$ cat src/rtl/sekwenser_rozruchu.sv
// Engine start-sequence controller: primes ignition, cranks with a time limit,
// confirms run from RPM, retries with cooldown and latches a fault after the last attempt.
module sekwenser_rozruchu #(
   parameter int unsigned MAX_PROB        = 3,
   parameter int unsigned CZAS_ZAPLONU_S  = 1,
   parameter int unsigned CZAS_ROZRUCHU_S = 5,
   parameter int unsigned CZAS_PRZERWY_S  = 10,
   parameter int unsigned PROG_OBROTOW    = 400,
   parameter int unsigned STAB_CYKLI      = 100
) (
   input  logic        clk,
   input  logic        rst,
   input  logic [31:0] taktowanie,
   input  logic        start,
   input  logic        stop,
   input  logic [15:0] obroty,
   output logic        rozruch,
   output logic        zaplon,
   output logic        silnik_pracuje,
   output logic        blad,
   output logic [3:0]  proba,
   output logic [2:0]  stan
);

   localparam int unsigned MAX_S_A = (CZAS_ZAPLONU_S > CZAS_ROZRUCHU_S) ? CZAS_ZAPLONU_S : CZAS_ROZRUCHU_S;
   localparam int unsigned MAX_S   = (MAX_S_A > CZAS_PRZERWY_S) ? MAX_S_A : CZAS_PRZERWY_S;
   localparam int unsigned SEK_W   = ($clog2(MAX_S + 1) < 1) ? 1 : $clog2(MAX_S + 1);
   localparam int unsigned STAB_W  = ($clog2(STAB_CYKLI + 1) < 1) ? 1 : $clog2(STAB_CYKLI + 1);
   localparam int unsigned PRESC_W = 32;

   typedef enum logic [2:0] {
      SPOCZYNEK = 3'd0,
      ZAPLON    = 3'd1,
      ROZRUCH   = 3'd2,
      PRZERWA   = 3'd3,
      PRACA     = 3'd4,
      BLAD      = 3'd5
   } stan_t;

   stan_t               stan_q;
   stan_t               stan_next;
   logic [3:0]          proba_q;
   logic [3:0]          proba_next;
   logic [PRESC_W-1:0]  presc_q;
   logic [SEK_W-1:0]    sek_q;
   logic [STAB_W-1:0]   stab_q;
   logic                start_d;
   logic                uzbrojony;

   logic                start_edge_c;
   logic                tick_c;
   logic                zmiana_c;
   logic                stab_hit_c;
   logic                stab_done_c;
   logic                zaplon_koniec_c;
   logic                rozruch_koniec_c;
   logic                przerwa_koniec_c;

   // A start held high since reset must first be seen low before an edge counts.
   assign start_edge_c = start & ~start_d & uzbrojony;

   assign tick_c = (taktowanie != 32'd0) && (presc_q >= (taktowanie - 32'd1));

   assign zaplon_koniec_c  = tick_c && ((32'(sek_q) + 32'd1) >= CZAS_ZAPLONU_S);
   assign rozruch_koniec_c = tick_c && ((32'(sek_q) + 32'd1) >= CZAS_ROZRUCHU_S);
   assign przerwa_koniec_c = tick_c && ((32'(sek_q) + 32'd1) >= CZAS_PRZERWY_S);

   // One counter serves run confirmation while cranking and stall detection while running.
   always_comb begin
      stab_hit_c = 1'b0;
      if (stan_q == ROZRUCH) begin
         stab_hit_c = (obroty >= 16'(PROG_OBROTOW));
      end else if (stan_q == PRACA) begin
         stab_hit_c = (obroty == 16'd0);
      end
   end

   assign stab_done_c = stab_hit_c && ((32'(stab_q) + 32'd1) >= STAB_CYKLI);
   assign zmiana_c    = (stan_next != stan_q);

   // State register.
   always_ff @(posedge clk or posedge rst) begin
      if (rst) begin
         stan_q  <= SPOCZYNEK;
         proba_q <= 4'd0;
      end else begin
         stan_q  <= stan_next;
         proba_q <= proba_next;
      end
   end

   // Next-state logic; stop overrides everything.
   always_comb begin
      stan_next  = stan_q;
      proba_next = proba_q;
      if (stop) begin
         stan_next  = SPOCZYNEK;
         proba_next = 4'd0;
      end else begin
         unique case (stan_q)
            SPOCZYNEK: begin
               proba_next = 4'd0;
               if (start_edge_c) begin
                  stan_next  = ZAPLON;
                  proba_next = 4'd1;
               end
            end
            ZAPLON: begin
               if (zaplon_koniec_c) begin
                  stan_next = ROZRUCH;
               end
            end
            ROZRUCH: begin
               if (stab_done_c) begin
                  stan_next = PRACA;
               end else if (rozruch_koniec_c) begin
                  stan_next = (proba_q >= 4'(MAX_PROB)) ? BLAD : PRZERWA;
               end
            end
            PRZERWA: begin
               if (przerwa_koniec_c) begin
                  stan_next  = ZAPLON;
                  proba_next = (proba_q != 4'hF) ? proba_q + 4'd1 : proba_q;
               end
            end
            PRACA: begin
               if (stab_done_c) begin
                  stan_next  = SPOCZYNEK;
                  proba_next = 4'd0;
               end
            end
            BLAD: begin
               stan_next = BLAD;
            end
            default: begin
               stan_next  = SPOCZYNEK;
               proba_next = 4'd0;
            end
         endcase
      end
   end

   // Prescaler and seconds counter, restarted on every state entry.
   always_ff @(posedge clk or posedge rst) begin
      if (rst) begin
         presc_q <= '0;
         sek_q   <= '0;
      end else if (zmiana_c) begin
         presc_q <= '0;
         sek_q   <= '0;
      end else if (tick_c) begin
         presc_q <= '0;
         if (sek_q != {SEK_W{1'b1}}) begin
            sek_q <= sek_q + SEK_W'(1);
         end
      end else if (taktowanie != 32'd0) begin
         presc_q <= presc_q + PRESC_W'(1);
      end
   end

   // Consecutive-cycle counter for stability / stall.
   always_ff @(posedge clk or posedge rst) begin
      if (rst) begin
         stab_q <= '0;
      end else if (zmiana_c || !stab_hit_c) begin
         stab_q <= '0;
      end else if (stab_q != {STAB_W{1'b1}}) begin
         stab_q <= stab_q + STAB_W'(1);
      end
   end

   // Start edge detector.
   always_ff @(posedge clk or posedge rst) begin
      if (rst) begin
         start_d   <= 1'b0;
         uzbrojony <= 1'b0;
      end else begin
         start_d   <= start;
         uzbrojony <= uzbrojony | ~start;
      end
   end

   // Outputs decoded from the next state so they move on the same edge as stan.
   always_ff @(posedge clk or posedge rst) begin
      if (rst) begin
         rozruch        <= 1'b0;
         zaplon         <= 1'b0;
         silnik_pracuje <= 1'b0;
         blad           <= 1'b0;
         proba          <= 4'd0;
      end else begin
         rozruch        <= (stan_next == ROZRUCH);
         zaplon         <= (stan_next == ZAPLON) || (stan_next == ROZRUCH) || (stan_next == PRACA);
         silnik_pracuje <= (stan_next == PRACA);
         blad           <= (stan_next == BLAD);
         proba          <= proba_next;
      end
   end

   assign stan = stan_q;

endmodule

$ cat config.mk
export PLATFORM = sky130hd
export DESIGN_NAME = sekwenser_rozruchu
export DESIGN_NICKNAME = d
export VERILOG_FILES = /design/src/rtl/sekwenser_rozruchu.sv
export SDC_FILE = /design/constraint.sdc
export NUM_CORES = 1
export LEC_CHECK = 0
export CAP_MARGIN = 20
export CORE_MARGIN = 2
export CORE_UTILIZATION = 60
export CTS_CLUSTER_DIAMETER = 30
export DETAILED_ROUTE_END_ITERATION = 10
export PLACE_DENSITY_LB_ADDON = 0.15
export SYNTH_ARGS = -nofsm -noshare
export SYNTH_HDL_FRONTEND = slang
export SYNTH_SLANG_ARGS = --single-unit
$ cat constraint.sdc
create_clock -name clk -period 4 [get_ports clk]
set_input_delay 0.4 -clock clk [delete_from_list [all_inputs] [get_ports clk]]
set_output_delay 0.4 -clock clk [all_outputs]
set_load 0.1 [all_outputs]
# After elaboration in Yosys (flattened, before gate mapping)
# Cells that the tools add are included.
# Widths: inputs -> output; s select.
# word_totals
elab_cells	91
reg_bits	56
# classes
n_reduce_logical	19
add_sub_neg	7
bitwise_logic	5
eq_ne	17
muxes	25
order_cmp	7
# ops
cell	n
$mux 32	3
$add 32x1->32 const B	1
$ge 32x1->1 const B	1
$ge 32x3->1 const B	1
$ge 32x32->1	1
$reduce_bool 32->1	1
$sub 32x1->32 const B	1
$mux 4	7
$mux 3	8
$pmux 3 s6	1
$ge 16x9->1 const B	1
$logic_not 16->1	1
$pmux 4 s4	1
$mux 7	2
$eq 3x3->1 const B	4
$eq 3x2->1 const B	3
$ne 3x3->1 const B	3
$add 4x1->4 const B	2
$add 7x1->8 const B	1
$ge 8x7->1 const B	1
$ne 4x4->1 const B	2
$add 7x1->7 const B	1
$ne 7x7->1 const B	1
$eq 3x1->1 const B	2
18 further kinds	30

# Depth between registers and ports, before layout
# Gate-level depths: netlist (run 1).
# depth
depth_word	11
depth_mapped	19
ltp_nobuf	17

# Least setup slack after synthesis (run 1)
# OpenSTA, ideal clock, no wires.
# synth_timing
kind	in2reg
start	in taktowanie[2]
end	reg presc_q[0]
cell_stages	18
setup_time_ps	136
required_ps	3864
setup_slack_ps	-405
arrival_time_ps	4269
cell_sequence	or4_4 > nor2_1 > nand3_1 > nor3_1 > and3_1 > nor2b_1 > xnor2_1 > ha_1 > nand4_1 > nor4_1 > a221oi_1 > a211oi_1 > a21oi_1 > a22o_1 > o21ba_2 > o21ai_2 > buf_2 > nor3_1
# synth_via
elab_chain_len	10
word_cells_on_any_way	17
# synth_rtl
item	line_no	rtl
start: declaration	13	input logic [31:0] taktowanie,
$sub 32x1->32	62	assign tick_c = (taktowanie != 32'd0) && (presc_q >= (taktowanie - 32'd1));
$ge 32x32->1	62	
$logic_and 1x1->1 (*)	62	
$logic_and 1x1->1	65	assign rozruch_koniec_c = tick_c && ((32'(sek_q) + 32'd1) >= CZAS_ROZRUCHU_S);
$mux 3	116	end else if (rozruch_koniec_c) begin
$mux 3	114	if (stab_done_c) begin
$pmux 3 s6 (*)	100	unique case (stan_q)
$mux 3 (*)	96	if (stop) begin
via stan_next[1]	41	stan_t stan_next;
$ne 3x3->1 (*)	79	assign zmiana_c = (stan_next != stan_q);
$reduce_bool 3->1 (no source line) or $mux 32 (tied branches)	-	
end signal: assignment	157	presc_q <= presc_q + PRESC_W'(1);
end: declaration	44	logic [PRESC_W-1:0] presc_q;
# The timed path passes the listed nets; every way through them passes the cells marked *.
# A chain may end at the register's enable or synchronous reset.

# Worst setup path in the final report (run 1)
# layout_timing
start	in taktowanie[3]
end	reg presc_q[28]
# Same word-level chain as after synthesis.

==> results.ini, run 1 <==
[outcome]
status=finished, violations left
violations=setup timing

[power]
leakagePower_nw=2.81
vdd_ir_drop_max_v=0.000200
seqPwrFrac=0.452
switchingPower_w=0.000446
p_int_w=0.000937
power_frac_clock=0.247
p_per_area_nw_per_um2=206
comb_power_share=0.301
switching_share=0.323

[floorplanning]
die_h_um=92.2
core_um2=7650
rows=32
dieArea_um2=8510
start_util=0.611
pin_count=63
fp.dieW_um=92.2

[grt]
use_met2=0.595
grt_pass1_wl_um=23200
grtUsageTotal=0.335
grtUsageMet3=0.0378
overflow=0
grt-busiest-layer=met2
antenna_found_initial=0
met1_usage=0.409
grt_pass1_vias=5084
grt_max_degree=37

[drt]
ant_nets=0
vias=5382
viasPerCell=6.53
wirelength_um=15900
drc=0
dr.pass1.iters=7
wl_per_cell_um=19.2
drt_iter0_markers=579

[timing]
max_slew.worst_pin.slew_ns=0.984
rsz0062_at_grt=true
final_critical_path_setup_slack_ns=-0.225
slew_headroom=0.342
min_period_ns=4.23
finalCritPeriodShare=1.06
setup_violations=51
fmax_ghz=0.237
hold_viol=0
tns_ns=-8.44
finClkSkew_ns=0.0147
whs_ns=0.479
drv_slew=0

[setup_path]
crit_family=compound AO/OA/AOI/OAI gates
path_cells=buf_6 > or4_4 > nor2_4 > and3_4 > buf_6 > nand3_2 > or3_4 > xor2_1 > ha_1 > buf_4 > a21oi_1 > o21ai_0 > a22oi_2 > buf_4 > a211oi_2 > a21oi_2 > a22o_1 > o21ba_4 > o21ai_4 > buf_6 > clkbuf_16 > a21oi_4
max_stage_delay_ns=0.55
path_class=in -> reg
worst_path_most_repeated_cell=buf_6
crit_buf_inv=6
worstPathMaxFanout=5
arrival_ns=4.42
cp.required_ns=4.20
end_kind=flip-flop
slowest_stage=or4_4
worstSetupStartpointType=input port

[yosys]
synthFlopType=dfrtp_1
ys_warn_count=0
ys_ff_latch=56
syn-cell-area_um2=4670
syn_avg_cell_area_um2=8.14
synth.distinct_cells=61
synth_edf_count=0
async_flop_share=1.00
synth_area_leader_cell=dfrtp_1
synth_nets=667
ys_seq_area_frac=0.300
synth_area_leaders=dfrtp_1, ha_1, nor2_1
synth_top_area_share=0.300
syn_inst=574

[clock_tree]
cts_tree=built
cts_max_level=2
cts_hold_buf=0
clockBufferDepth=2
cts_buffers=5
clk_pin_slew_ns=0.10
clock-sinks=56
clk_latency_ns=0.32
cts_root_buf=clkbuf_8

[hold_path]
holdCritPathClass=reg -> reg

[finish]
fillers=356
num_antenna_cells=0
final_layout_size_suffix_gt1_frac=0.265
area_growth_pct=44.0
nets=814

[place]
portBuffers=62
place.gp.congestion=0.861
dpl.hpwl_um=9240

[run]
max_cap_viol_count=0

-- sequential cells by signal (all words and copies together), names as in the netlist --
name            count
presc_q            32
proba               4
blad                1
silnik_pracuje      1
uzbrojony           1
sek_q               4
zaplon              1
stan                3
start_d             1
rozruch             1
stab_q              7
-- cell usage in the layout, fill, tap and decap left out, types with 4 or more instances in the layout --
| master | n |
|---|---|
| a21oi_2 | 17 |
| clkdlybuf4s15_1 | 4 |
| o31a_1 | 8 |
| xnor2_1 | 24 |
| a211oi_1 | 5 |
| nor2_4 | 10 |
| and3_1 | 9 |
| buf_6 | 17 |
| nor4_1 | 12 |
| inv_1 | 15 |
| or4_4 | 4 |
| nor2_2 | 6 |
| xor2_1 | 14 |
| or4_1 | 4 |
| nor2_1 | 54 |
| clkbuf_8 | 6 |
| nor2b_1 | 9 |
| buf_4 | 76 |
| o21ai_0 | 42 |
| a21oi_1 | 29 |
| nand2b_1 | 4 |
| nand4_1 | 12 |
| nand2_1 | 41 |
| a31oi_1 | 9 |
| dfrtp_1 | 56 |
| dlygate4sd2_1 | 9 |
| clkdlybuf4s50_1 | 42 |
| o211ai_1 | 4 |
| or3b_1 | 5 |
| ha_1 | 40 |
| or3_1 | 13 |
| nand3_1 | 20 |
| nor3b_1 | 4 |
| nor3b_2 | 4 |
| nor3_1 | 8 |
-- synth_stat cells, types with 12 or more instances --
library cell,number
a21oi_1,46
clkbuf_1,12
dfrtp_1,56
ha_1,41
inv_1,17
nand2_1,41
nand3_1,23
nand4_1,12
nor2_1,70
nor2b_1,12
nor3_1,12
nor4_1,16
o21ai_0,43
or3_1,14
xnor2_1,24
xor2_1,14
-- area by class of cell --
cell class | count | area, um^2 | share of cell area
multi-input combinational | 480 | 3520 | 0.524
timing repair buffer | 161 | 1520 | 0.226
sequential | 56 | 1400 | 0.208
tap | 102 | 128 | 0.0190
clock buffer | 6 | 82.6 | 0.0123
inverter | 17 | 63.8 | 0.00949
clock inverter | 2 | 10.0 | 0.00149
-- layer usage --
layer,part of all wire,wire (um),up-vias
li1,-,-,2400
met1,0.39,6180,2493
met2,0.48,7670,398
met3,0.076,1210,91
met4,0.050,795,0
met5,0,0,-
-- kinds of logic (layout without fill, tap and decap cells) --
group                      after synthesis  count (layout)  share of synthesized area
muxes                                    3               3                    0.00643
xor gates and xnor gates                38              38                     0.0713
buffers and inverters                   38             186                     0.0340
AOI/OAI and AO/OA                      141             141                      0.185
DFF                                     56              56                      0.300
and+or+nand+nor                        257             257                      0.293
adders and majority gates               41              41                      0.110
-- through the flow --
stage / power (W) / cells / setup slack, ns / utilization / cell area [um^2]
after CTS: 0.00131 / 811 / -0.105 / 0.834 / 6370
final: 0.00138 / 824 / -0.225 / 0.879 / 6730
after global routing: 0.00143 / 824 / -0.303 / 0.879 / 6730
after floorplan: 0.000796 / 574 / -0.0714 / - / 4770
after global placement: 0.000932 / 784 / -0.640 / 0.775 / 5920
after detailed placement: 0.000948 / 784 / -0.837 / 0.775 / 5920
-- power by group through the flow --
stage               clock [W]  combinational, W  sequential, W
finish               0.000342          0.000416       0.000625
global route         0.000353          0.000448       0.000628
CTS                  0.000334          0.000354       0.000622
detailed placement          0          0.000315       0.000632
global placement            0          0.000302       0.000630
floorplan                   0          0.000158       0.000638
-- timing repair --
item,CTS,global route
buffers inserted,19,12
pin swaps,31,35
cloned,2,4
gates resized for setup,83,61
setup endpoints to repair,54,53
-- worst paths after layout --
check | startpoint | to | slack (ns) | cells past startpoint
max | taktowanie[3] | presc_q[28] | -0.23 | 22
min | uzbrojony | uzbrojony | 0.48 | 1
max reg2reg | stab_q[0] | presc_q[28] | 0.47 | 12
min reg2reg | uzbrojony | uzbrojony | 0.48 | 1
max in group asynchronous | rst | presc_q[2] | 2.66 | 3
min in group asynchronous | rst | stab_q[1] | 0.54 | 2
(Power assumes the default switching activity.)
==> inputs of run 2 (changes only) <==
Settings changed: CTS_CLUSTER_SIZE set to 8, DONT_BUFFER_PORTS set to 1, SLEW_MARGIN set to 20.
==> results.ini, run 2 (same netlist as run 1, synthesis figures left out) <==
[timing]
drv_slew=0  ; unchanged
min_period_ns=4.00  ; -0.223 ns
fmax_ghz=0.250  ; +5.6%
finClkSkew_ns=0.0123  ; -0.00233 ns
slew_headroom=0.413  ; +0.0710
finalCritPeriodShare=1.00  ; -0.0558
final_critical_path_setup_slack_ns=-0.00203  ; +0.223 ns
setup_violations=4  ; -92%
whs_ns=0.108  ; -0.370 ns
max_slew.worst_pin.slew_ns=0.881  ; -0.103 ns
tns_ns=-0.00648  ; +8.44 ns
rsz0062_at_grt=true
hold_viol=0  ; unchanged

[hold_path]
hold-path-cell-count=0  ; -1
holdCritPathClass=in -> reg
min_to=start_d
worstHoldStart=start

[finish]
final_common_cell=nor2_1
fillers=576  ; +62%
regMostFlops=presc_q
area_growth_pct=18.1
final_cell_mix=nor2_1, dfrtp_1, buf_4
layoutNonFillerInstCount=719  ; -13%
num_antenna_cells=0  ; unchanged
reg_top3=presc_q (32), stab_q (7)
final_layout_size_suffix_gt1_frac=0.165  ; -0.0992
nets=709  ; -13%
largest_register_ff_count=32  ; unchanged

[clock_tree]
cts_buffers=5  ; unchanged
clock-sinks=56  ; unchanged
cts_tree=built
clk_latency_ns=0.31  ; about the same
cts_max_level=2  ; unchanged
cts_hold_buf=0  ; unchanged
cts_root_buf=clkbuf_8
clk_pin_slew_ns=0.11  ; about the same
clockBufferDepth=2  ; unchanged

[grt]
met1_usage=0.360  ; -0.0491
grtUsageMet3=0.0419  ; +0.00411
antenna_found_initial=0  ; unchanged
overflow=0  ; unchanged
grt-busiest-layer=met2
grt_pass1_wl_um=19000  ; -18%
grt_pass1_vias=4340  ; -15%
grt_max_degree=57  ; +54%
use_met2=0.468  ; -0.127
grtUsageTotal=0.272  ; -0.0635

[drt]
viasPerCell=6.28  ; -3.9%
wirelength_um=12000  ; -24%
drc=0  ; unchanged
drt_iter0_markers=448  ; -23%
vias=4514  ; -16%
wl_per_cell_um=16.7  ; -13%
ant_nets=0  ; unchanged
dr.pass1.iters=6  ; -1

[setup_path]
worstPathMaxFanout=6  ; +1
arrival_ns=4.21  ; -0.21 ns
reg2reg_to=presc_q[15]
r2r_cells=12  ; unchanged
cp.required_ns=4.20  ; about the same
r2r-start=stab_q[0]
r2r_slack_ns=0.83  ; +0.36 ns
worstSetupStartpointType=input port
path_class=in -> reg
end_kind=flip-flop

[floorplanning]
start_util=0.611  ; unchanged
die_h_um=92.2  ; unchanged
rows=32  ; unchanged
core_um2=7650  ; unchanged
dieArea_um2=8510  ; unchanged
fp.dieW_um=92.2  ; unchanged
pin_count=63  ; unchanged

[power]
p_per_area_nw_per_um2=218  ; +6.2%
leakagePower_nw=2.30  ; -18%
vdd_ir_drop_max_v=0.000195  ; -2.9%

[outcome]
violations=setup timing
status=finished, violations left

[place]
place_inst=699  ; -11%
place.gp.congestion=0.871  ; +1.3%
post-place-ws_ns=-0.278  ; +0.558 ns
dpl.hpwl_um=8360  ; -9.5%
portBuffers=0  ; -100%

[run]
max_cap_viol_count=0  ; unchanged

run 2: cell count changes in the layout (fill, tap and decap cells not counted), moves of 3 or more:
cell             previous run  this run
clkdlybuf4s50_1            42         0
buf_4                      76        45
a21oi_1                    29        44
a21oi_2                    17         2
nor2_1                     54        67
buf_6                      17         6
dlygate4sd2_1               9         0
nor2_4                     10         2
nor2_2                      6         1
clkdlybuf4s15_1             4         0
nor3b_2                     4         0
nor3b_1                     4         7
run 2: metrics by stage:
stage / power [W] / util / instance area, um^2
after floorplan: 0.000796 / - / 4770
after global placement: 0.000845 / 0.668 / 5110
after detailed placement: 0.000854 / 0.668 / 5110
after CTS: 0.00119 / 0.680 / 5200
after global routing: 0.00128 / 0.721 / 5510
final: 0.00120 / 0.721 / 5510
run 2: routing by layer:
layer  part of all wire  vias to the layer above
li1                   -                     2192
met1               0.43                     2130
met2               0.48                      173
met3              0.070                       19
met4              0.014                        0
met5                  0                        -
run 2: area by class of cell:
type	instances	area [um^2]	area share
multi-input combinational	480	3310	0.601
sequential	56	1400	0.254
timing repair buffer	56	515	0.0935
tap	102	128	0.0231
clock buffer	7	86.3	0.0157
inverter	17	63.8	0.0116
clock inverter	1	7.51	0.00136
run 2: how the worst max path moves through the flow:
stage | startpoint | endpoint | slack, ns | depth (start not counted)
6_report | taktowanie[18] | presc_q[15] | -0.002 | 19
5_1_grt | taktowanie[2] | presc_q[9] | -0.13 | 20
4_1_cts | taktowanie[2] | presc_q[5] | 0.04 | 16
3_5_place_dp | taktowanie[2] | presc_q[5] | -0.28 | 16
3_3_place_gp | taktowanie[2] | presc_q[21] | -0.21 | 17
2_1_floorplan | taktowanie[2] | presc_q[25] | -0.07 | 18
run 2: worst max-delay path, cell delays in order:
cell       delay [ns]
or4_1            0.57
nor2_1           0.18
buf_4            0.16
nand3_2          0.08
or3_1            0.32
xor2_1           0.16
ha_1             0.29
nand4_1          0.17
nor4_4           0.32
a221oi_2         0.13
buf_4            0.15
a211oi_2         0.21
a21oi_2          0.09
a22o_1           0.23
o21ba_4          0.21
o21ai_4          0.17
buf_6            0.15
clkbuf_16        0.14
a21oi_1          0.04
run 2: where the power goes:
part           internal (W)  total [W]  switching [W]
combinational      0.000117   0.000247       0.000129
clock              0.000141   0.000332       0.000191
sequential         0.000587   0.000626      0.0000384
run 2: what timing repair did:
action / 4_1_cts / 5_1_grt
hold endpoints to repair: 0 / 0
setup endpoints to repair: 0 / 52
setup buffers: 0 / 8
gates resized for setup: 0 / 35
==> inputs of run 3 (changes only) <==
Settings changed: HOLD_SLACK_MARGIN set to 0.06.
==> results of run 3 <==
The final DEF is identical to that of run 2; final timing and power are the same.
